### src/rtl/uart_pkg.sv
// Shared UART types and constants: receiver state encoding, frame width, default bit timing.
package uart_pkg;

  localparam int   DATA_BITS            = 8;
  localparam int   CLKS_PER_BIT_DEFAULT = 16;
  localparam logic IDLE_LEVEL           = 1'b1;

  typedef enum logic [2:0] {
    IDLE,
    START,
    DATA,
    PARITY,
    STOP,
    BREAK
  } rx_state_t;

  function automatic logic majority3(input logic a, input logic b, input logic c);
    return (a & b) | (a & c) | (b & c);
  endfunction

endpackage

### src/rtl/uart_rx_sync.sv
// Two-flop synchronizer for the asynchronous rx line, plus falling-edge detect on the
// synchronized level. All flops reset to the idle line level so reset never fakes an edge.
module uart_rx_sync
  import uart_pkg::*;
(
  input  logic clk,
  input  logic rst_n,
  input  logic rx,
  output logic rxs,
  output logic fall
);

  logic meta;
  logic rxs_q;

  // NOTE: sequential state uses non-blocking assignments so every flop samples pre-edge values.
  always_ff @(posedge clk) begin
    if (!rst_n) begin
      meta  <= IDLE_LEVEL;
      rxs   <= IDLE_LEVEL;
      rxs_q <= IDLE_LEVEL;
    end else begin
      meta  <= rx;
      rxs   <= meta;
      rxs_q <= rxs;
    end
  end

  assign fall = rxs_q & ~rxs;

endmodule

### src/rtl/uart_rx_8bit.sv
// 8N1 UART receiver with mid-bit 3-sample majority vote and one-cycle result strobes.
// Define UART_RX_PARITY_EN to receive 8E1 frames and report parity errors.
module uart_rx_8bit
  import uart_pkg::*;
#(
  parameter int CLKS_PER_BIT = CLKS_PER_BIT_DEFAULT
) (
  input  logic                 clk,
  input  logic                 rst_n,
  input  logic                 rx,
  output logic [DATA_BITS-1:0] data_out,
  output logic                 valid,
  output logic                 frame_err,
  output logic                 parity_err,
  output logic                 busy
);

  localparam int MID   = CLKS_PER_BIT / 2;
  localparam int CNT_W = $clog2(CLKS_PER_BIT);
  localparam logic [CNT_W-1:0] CNT_PRE  = CNT_W'(MID - 1);
  localparam logic [CNT_W-1:0] CNT_MID  = CNT_W'(MID);
  localparam logic [CNT_W-1:0] CNT_DEC  = CNT_W'(MID + 1);
  localparam logic [CNT_W-1:0] CNT_LAST = CNT_W'(CLKS_PER_BIT - 1);
  localparam logic [2:0]       LAST_BIT = 3'(DATA_BITS - 1);

  rx_state_t            state, state_next;
  logic [CNT_W-1:0]     cnt;
  logic [2:0]           bit_idx;
  logic [DATA_BITS-1:0] shift;
  logic                 rxs, fall;
  logic                 samp_a, samp_b, vote;
  logic                 at_dec, at_wrap;
  logic                 valid_set, ferr_set;
`ifdef UART_RX_PARITY_EN
  logic                 par_bit, perr_set;
`endif

  uart_rx_sync u_sync (
    .clk  (clk),
    .rst_n(rst_n),
    .rx   (rx),
    .rxs  (rxs),
    .fall (fall)
  );

  assign at_dec  = (cnt == CNT_DEC);
  assign at_wrap = (cnt == CNT_LAST);
  // The third sample is the live level at the decision count.
  assign vote    = majority3(samp_a, samp_b, rxs);
  assign busy    = (state != IDLE);

  // NOTE: every output of a combinational block gets a default first, so no path infers a latch.
  always_comb begin
    state_next = state;
    valid_set  = 1'b0;
    ferr_set   = 1'b0;
`ifdef UART_RX_PARITY_EN
    perr_set   = 1'b0;
`endif
    case (state)
      IDLE:  if (fall) state_next = START;
      START: begin
        if (at_dec && vote) state_next = IDLE;
        else if (at_wrap)   state_next = DATA;
      end
      DATA: begin
        if (at_wrap && bit_idx == LAST_BIT)
`ifdef UART_RX_PARITY_EN
          state_next = PARITY;
`else
          state_next = STOP;
`endif
      end
`ifdef UART_RX_PARITY_EN
      PARITY: if (at_wrap) state_next = STOP;
`endif
      STOP: begin
        if (at_dec) begin
          if (vote) begin
`ifdef UART_RX_PARITY_EN
            if ((^shift) != par_bit) perr_set  = 1'b1;
            else                     valid_set = 1'b1;
`else
            valid_set = 1'b1;
`endif
            // Leaving at mid-stop leaves half a bit to catch a back-to-back start edge.
            state_next = IDLE;
          end else begin
            ferr_set   = 1'b1;
            state_next = BREAK;
          end
        end
      end
      BREAK:   if (rxs) state_next = IDLE;
      default: state_next = IDLE;
    endcase
  end

  always_ff @(posedge clk) begin
    if (!rst_n) begin
      state     <= IDLE;
      cnt       <= '0;
      bit_idx   <= '0;
      shift     <= '0;
      samp_a    <= 1'b0;
      samp_b    <= 1'b0;
      data_out  <= '0;
      valid     <= 1'b0;
      frame_err <= 1'b0;
    end else begin
      state     <= state_next;
      valid     <= valid_set;
      frame_err <= ferr_set;

      if (state == IDLE || at_wrap) cnt <= '0;
      else                          cnt <= cnt + 1'b1;

      if (cnt == CNT_PRE) samp_a <= rxs;
      if (cnt == CNT_MID) samp_b <= rxs;

      if (state == START)                bit_idx <= '0;
      else if (state == DATA && at_wrap) bit_idx <= bit_idx + 1'b1;

      if (state == DATA && at_dec) shift <= {vote, shift[DATA_BITS-1:1]};
      if (valid_set)               data_out <= shift;
    end
  end

`ifdef UART_RX_PARITY_EN
  always_ff @(posedge clk) begin
    if (!rst_n) begin
      par_bit    <= 1'b0;
      parity_err <= 1'b0;
    end else begin
      if (state == PARITY && at_dec) par_bit <= vote;
      parity_err <= perr_set;
    end
  end
`else
  assign parity_err = 1'b0;
`endif

endmodule

### config.mk
export PLATFORM = sky130hd
export DESIGN_NAME = uart_rx_8bit
export DESIGN_NICKNAME = d
export VERILOG_FILES = /design/src/rtl/uart_pkg.sv /design/src/rtl/uart_rx_sync.sv /design/src/rtl/uart_rx_8bit.sv
export SDC_FILE = /design/constraint.sdc
export NUM_CORES = 1
export LEC_CHECK = 0
export ABC_AREA = 1
export CAP_MARGIN = 20
export CORE_ASPECT_RATIO = 0.75
export CORE_MARGIN = 5
export CORE_UTILIZATION = 32
export DETAILED_ROUTE_END_ITERATION = 10
export HOLD_SLACK_MARGIN = 0.08
export PLACE_DENSITY_LB_ADDON = 0.1
export RECOVER_POWER = 25
export REMOVE_ABC_BUFFERS = 1
export SLEW_MARGIN = 20
export SYNTH_ARGS = -nofsm -noshare
export SYNTH_HDL_FRONTEND = slang
export SYNTH_HIERARCHICAL = 1
export SYNTH_SLANG_ARGS = --single-unit
### constraint.sdc
create_clock -name clk -period 1.4 [get_ports clk]
set_clock_uncertainty 0.1 [all_clocks]
set_input_delay 0.28 -clock clk [delete_from_list [all_inputs] [get_ports clk]]
set_output_delay 0.28 -clock clk [all_outputs]
set_load 0.05 [all_outputs]
* Word level (Yosys, flattened, before mapping)
Index checks and enable logic that the tools add are counted.
** Word-level totals
- Bits of input ports :: 3
- Bits in registers :: 33
** Operators by class
- Bitwise logic cells :: 8
- Add/subtract/negate cells :: 2
- Reduce and logical (&&, ||, !) cells :: 11
- Equal/unequal tests :: 14
- Muxes and demuxes :: 12
** Operators by type and width (count)
- 3-bit two-way mux :: 7
- 3-bit case mux with 5 select lines :: 1
- 4-bit equality test, second input constant :: 3
- 3-bit equality test, second input constant :: 3
- 2-bit inequality test, second input constant :: 3
- 5-bit AND reduction :: 1
- 4-bit by 1-bit adder with 4-bit output, second input constant :: 1
- 1-bit AND :: 4
- 4-bit by 3-bit equality test with 1-bit output, second input constant :: 1
- 1-bit logical AND :: 4
- 1-bit two-way mux :: 4
- 2-bit OR reduction :: 2
- 3-bit by 1-bit adder with 3-bit output, second input constant :: 1
- 3-bit by 1-bit equality test with 1-bit output, second input constant :: 1
- 3-bit by 2-bit equality test with 1-bit output, second input constant :: 1
- 3-bit zero test :: 1
- 3-bit inequality test, second input constant :: 1
- 3-bit AND reduction :: 1
- 3-bit nonzero test :: 1
- 2-bit by 1-bit inequality test with 1-bit output, second input constant :: 1
- 1-bit NOT :: 2
- 1-bit bitwise OR :: 2
- 1-bit logical OR :: 1

* Depth between registers and ports, before layout
- Word-level depth :: 6
- Depth in mapped cells :: 10

* Cells and area by module
The synthesis kept the hierarchy.
** Modules (own cells, without submodules)
- uart_rx_8bit :: times used 1, cells each 176, seq. area each 600.6 µm², area an instance 1341.3 µm²
- uart_rx_sync :: times used 1, cells each 11, seq. area each 60.1 µm², area an instance 90.1 µm²

* Least setup slack after synthesis
Ideal clock, no wire load.
- Kind :: register -> register
- Start point :: reg state[1]
- End point :: reg cnt[2]
- Slack :: -0.047 ns
- Cell stages (with the launch flop) :: 5
- Period minus slack after synthesis :: 1.447 ns
- Required time :: 1.220 ns
- Arrival :: 1.267 ns
- Library setup time :: 0.080 ns
- Path through :: dfxtp_1 nor2_1 nand2_1 nand3_1 nor3b_1
** On the way
- Longest elaborated chain between the ends :: 3
** RTL lines
- start, declared :: line uart_rx_8bit.sv:26 : rx_state_t state, state_next;
- start signal, assigned :: line uart_rx_8bit.sv:111 : state <= state_next;
- 3-bit zero test :: line uart_rx_8bit.sv:115 : if (state == IDLE || at_wrap) cnt <= '0;
- 1-bit logical OR :: line uart_rx_8bit.sv:115
- 2-bit OR reduction (no source line)
- end signal, assigned :: line uart_rx_8bit.sv:116 : else cnt <= cnt + 1'b1;
- end, declared :: line uart_rx_8bit.sv:27 : logic [CNT_W-1:0] cnt;
Every way passes these cells.
A chain may end at the register's enable or synchronous reset.

* Final worst setup path
- Start point :: reg cnt[1]
- End point :: reg shift[2]
** On the way
- Longest elaborated chain between the ends :: 2
** RTL lines
- 4-bit equality test :: line uart_rx_8bit.sv:46 : assign at_dec = (cnt == CNT_DEC);
- 1-bit logical AND :: line uart_rx_8bit.sv:124 : if (state == DATA && at_dec) shift <= {vote, shift[DATA_BITS-1:1]};
- end signal, assigned :: line uart_rx_8bit.sv:124
- end, declared :: line uart_rx_8bit.sv:29 : logic [DATA_BITS-1:0] shift;
Every way passes these cells.

==> parameters.txt <==
Parameter                              Value

Route
  Ratio of routed vias to standard cells    4.397
  Antenna viol nets, final    0
  DRC viols    0
  Average detailed-routed wire length per instance    11.05 um
  Number of DRC violations after detailed-routing iteration 0    51
  Total via count after detailed routing    1284
  First-pass detailed-route iteration total    4
  Detailed-route wire length    3226 um

Clocking
  Depth of the CTS H-tree    2
  Max clock buf depth    2
  Clock slew at reported path FFs    0.06 ns
  Clock latency on the worst-skew pair    0.28 ns
  CTS Buf Count    5
  CTS Root Cell    sky130_fd_sc_hd__clkbuf_8
  Number of sinks handled by clock tree synthesis    33
  TritonCTS clock tree    done
  Hold buffers post-CTS    0

Power
  Switching Share    32.95%
  Part of the total power dissipated in combinational logic    33.1%
  Static leakage    0.9299 nW
  Clock group share of total power    26.4%
  Psw    0.0008952 W
  Maximum ir drop on the vdd rail    0.6283 mV
  Sequential share of power    40.5%
  Power per cell area    1244 nW/um^2
  Internal power contribution    0.001822 W

Placement
  Worst slack after detailed placement    -0.1410 ns
  Placed Instances    277
  HPWL after detailed placement    2329 um
  Port-buffer cells    13
  Global placement routability congestion    0.9027

STA
  Minimum clock period after layout    1.432 ns
  Setup-violating endpoint count in the final report    4
  Setup slack after layout    -0.03163 ns
  Setup repair after global routing missed its margin    true
  Final Hold Violating Endpoints    0
  Part of the cycle the worst path needs    102.3%
  Fmax    0.6985 GHz
  Final Slew Violations    0

Critical path
  Setup crit start kind    flip-flop
  Crit path cell chain    inv_4 > ha_4 > nand3_4 > buf_6 > nor2_4 > buf_6 > o21ai_1 > nor2_1
  Delay of the slowest cell on the worst path    0.36 ns
  Setup Crit Path Kind    flip-flop to flip-flop
  Arrival time worst endpoint    1.55 ns
  Cell family contributing the most delay on the critical path    simple AND/OR/NAND/NOR gates
  Required time of the critical path    1.52 ns
  CP Max Fanout    7
  Most prevalent standard cell on the critical path    sky130_fd_sc_hd__buf_6
  Critical path capture point type    flip-flop
  Sum of buffers and inverters on the critical path    3
  Crit-path slowest cell    sky130_fd_sc_hd__dfxtp_4

Final layout
  Share of layout cells above drive strength 1    40.43%
  Nets@finish    243
  Area grow syn2layout    52.62%
  Count of non-filler cells in the finished layout    292
  End-of-flow core utilization    49.79%
  Antenna fix cells    0

Floorplan
  Row count    21
  Die Wd    87.23 um
  Starting utilization of the core area    32.62%
  CORE AREA    4388 sq um
  I/O pins    15
  Die area    5924 sq um
  Die Y    67.92 um

Synth
  Area share of the largest cell type after synthesis    46.15%
  Share of synthesized area occupied by flip-flops and latches    46.15%
  Cell Area, Synth    1431 sq um
  Number of library cell types mapped by synthesis    27
  Top cells by area, synth    sky130_fd_sc_hd__dfxtp_1 46%, sky130_fd_sc_hd__nor2_1 9.4%, sky130_fd_sc_hd__inv_1 6.6%, sky130_fd_sc_hd__o21ai_0 6.3%, sky130_fd_sc_hd__nand2_1 5.8%
  Dominant cell by count in the synthesized netlist    sky130_fd_sc_hd__nor2_1
  EDFF count, synth    0
  YS warnings    6
  Ranking of synthesized cells by instance count    36 x sky130_fd_sc_hd__nor2_1, 33 x sky130_fd_sc_hd__dfxtp_1, 25 x sky130_fd_sc_hd__inv_1
  Syn_area_per_cell    7.654 sq um
  Synthesized instance count    187
  Post-synthesis cell type with the largest combined area    sky130_fd_sc_hd__dfxtp_1
  #FFs+latches synth    33
  Leading register cell type out of synthesis    sky130_fd_sc_hd__dfxtp_1
  Async SR Flop Fraction    0%

Outcome
  Outcome    finished, violations left
  Violated checks    setup timing

Run
  Max Cap Violations    0

GRT
  Residual overflow from global routing    0
  Number of global-route vias before repair    1247
  Global-route wire length before repair    5506 um
  Initial antenna violation count    0
  Pin count of the biggest net entering global routing    14
  GRT Util Overall    12.12%

Worst hold path
  Path class of the lowest-slack min-delay path    flip-flop to flip-flop
sequential cells by signal (all words and copies together), names as in the netlist:
register,cells
state,3
u_sync/rxs,1
u_sync/rxs_q,1
samp_b,1
data_out,8
shift,8
bit_idx,3
cnt,4
frame_err,1
valid,1
u_sync/meta,1
samp_a,1
cells by family (layout without fill, tap and decap cells):
family          after synthesis  in the layout  synth area share [%]
xor+xnor                      1              1                0.6120
fa+ha+maj                     5              5                 4.371
compound gates               34             34                 12.24
buf+inv                      33             81                 9.003
simple gates                 80             80                 27.36
flops                        33             33                 46.15
other cells                   1              1                0.2620
per-stage QoR:
| step | cell area (sq um) | TNS, ns | hold WS (ns) | total power (W) |
|---|---|---|---|---|
| after detailed placement | 1903 | -2.046 | 0.2928 | 0.001804 |
| after CTS | 2061 | -0.01543 | 0.3092 | 0.002631 |
| final | 2185 | -0.07144 | 0.3043 | 0.002717 |
| after global routing | 2185 | -1.347 | 0.3415 | 0.002886 |
| after floorplan | 1411 | -0.1369 | 0.2487 | 0.001517 |
| after global placement | 1903 | -1.387 | 0.2880 | 0.001795 |
power groups by stage:
stage	Clock, W	Combinational (W)	Sequential [W]
2_1_floorplan	0	0.000452	0.00106
3_3_place_gp	0	0.000730	0.00107
3_5_place_dp	0	0.000737	0.00107
4_1_cts	0.000754	0.000791	0.00109
5_1_grt	0.000787	0.000993	0.00111
6_report	0.000718	0.000899	0.00110
worst reg2reg max path, delay by kind of cell (launching register included):
kind | cells | cell delay [ns]
adder cells (fa/ha/maj) | 1 | 0.13
flip-flops | 1 | 0.36
AND/OR/NAND/NOR | 3 | 0.37
AO/OA/AOI/OAI | 1 | 0.06
buffers and inverters | 3 | 0.36
area by class of cell:
| cell class | instances | area, sq um |
|---|---|---|
| Sequential cell | 33 | 679.4 |
| Clock buffer | 7 | 86.33 |
| Multi-Input combinational cell | 121 | 757.0 |
| Timing Repair Buffer | 45 | 469.2 |
| Tap cell | 57 | 71.32 |
| Fill cell | 433 | 2203 |
| Inverter | 29 | 121.4 |
cells in the final DEF, fill, tap and decap left out, drive strengths merged:
master / n
clkbuf: 9
nor4: 1
a21oi: 13
inv: 29
a211oi: 1
ha: 5
nor3b: 1
nor3: 1
xor2: 1
clkdlybuf4s50: 1
o21ai: 19
buf: 41
nand3b: 1
nor2: 40
conb: 1
dlygate4sd3: 1
o21a: 1
nand2: 22
nand3: 12
or2: 1
nand4: 1
dfxtp: 33
path summary, 6_finish.rpt:
kind | from | endpoint | slack (ns) | cells past startpoint
worst min register to register | u_sync/meta$_SDFF_PN1_ | u_sync/rxs$_SDFF_PN1_ | 0.30 | 2
worst min-delay path | u_sync/meta$_SDFF_PN1_ | u_sync/rxs$_SDFF_PN1_ | 0.30 | 2
worst max register to register | cnt[1]$_SDFF_PP0_ | shift[2]$_SDFFE_PN0P_ | -0.03 | 8
worst max-delay path | cnt[1]$_SDFF_PP0_ | shift[2]$_SDFFE_PN0P_ | -0.03 | 8
routing by layer:
| layer | wire [um] | vias up | GRT usage [%] |
|---|---|---|---|
| met4 | 36 | 0 | 4.023 |
| li1 | - | 684 | - |
| met3 | 143 | 4 | 5.174 |
| met5 | 0 | - | 0 |
| met2 | 1381 | 15 | 17.90 |
| met1 | 1664 | 581 | 15.90 |
timing repair:
item / in CTS / in global routing
pin swaps: 4 / 16
setup buffers: 1 / 7
resized for setup: 22 / 42
setup endpoints to repair: 23 / 23
No activity file was read; power rests on OpenSTA's default activity.
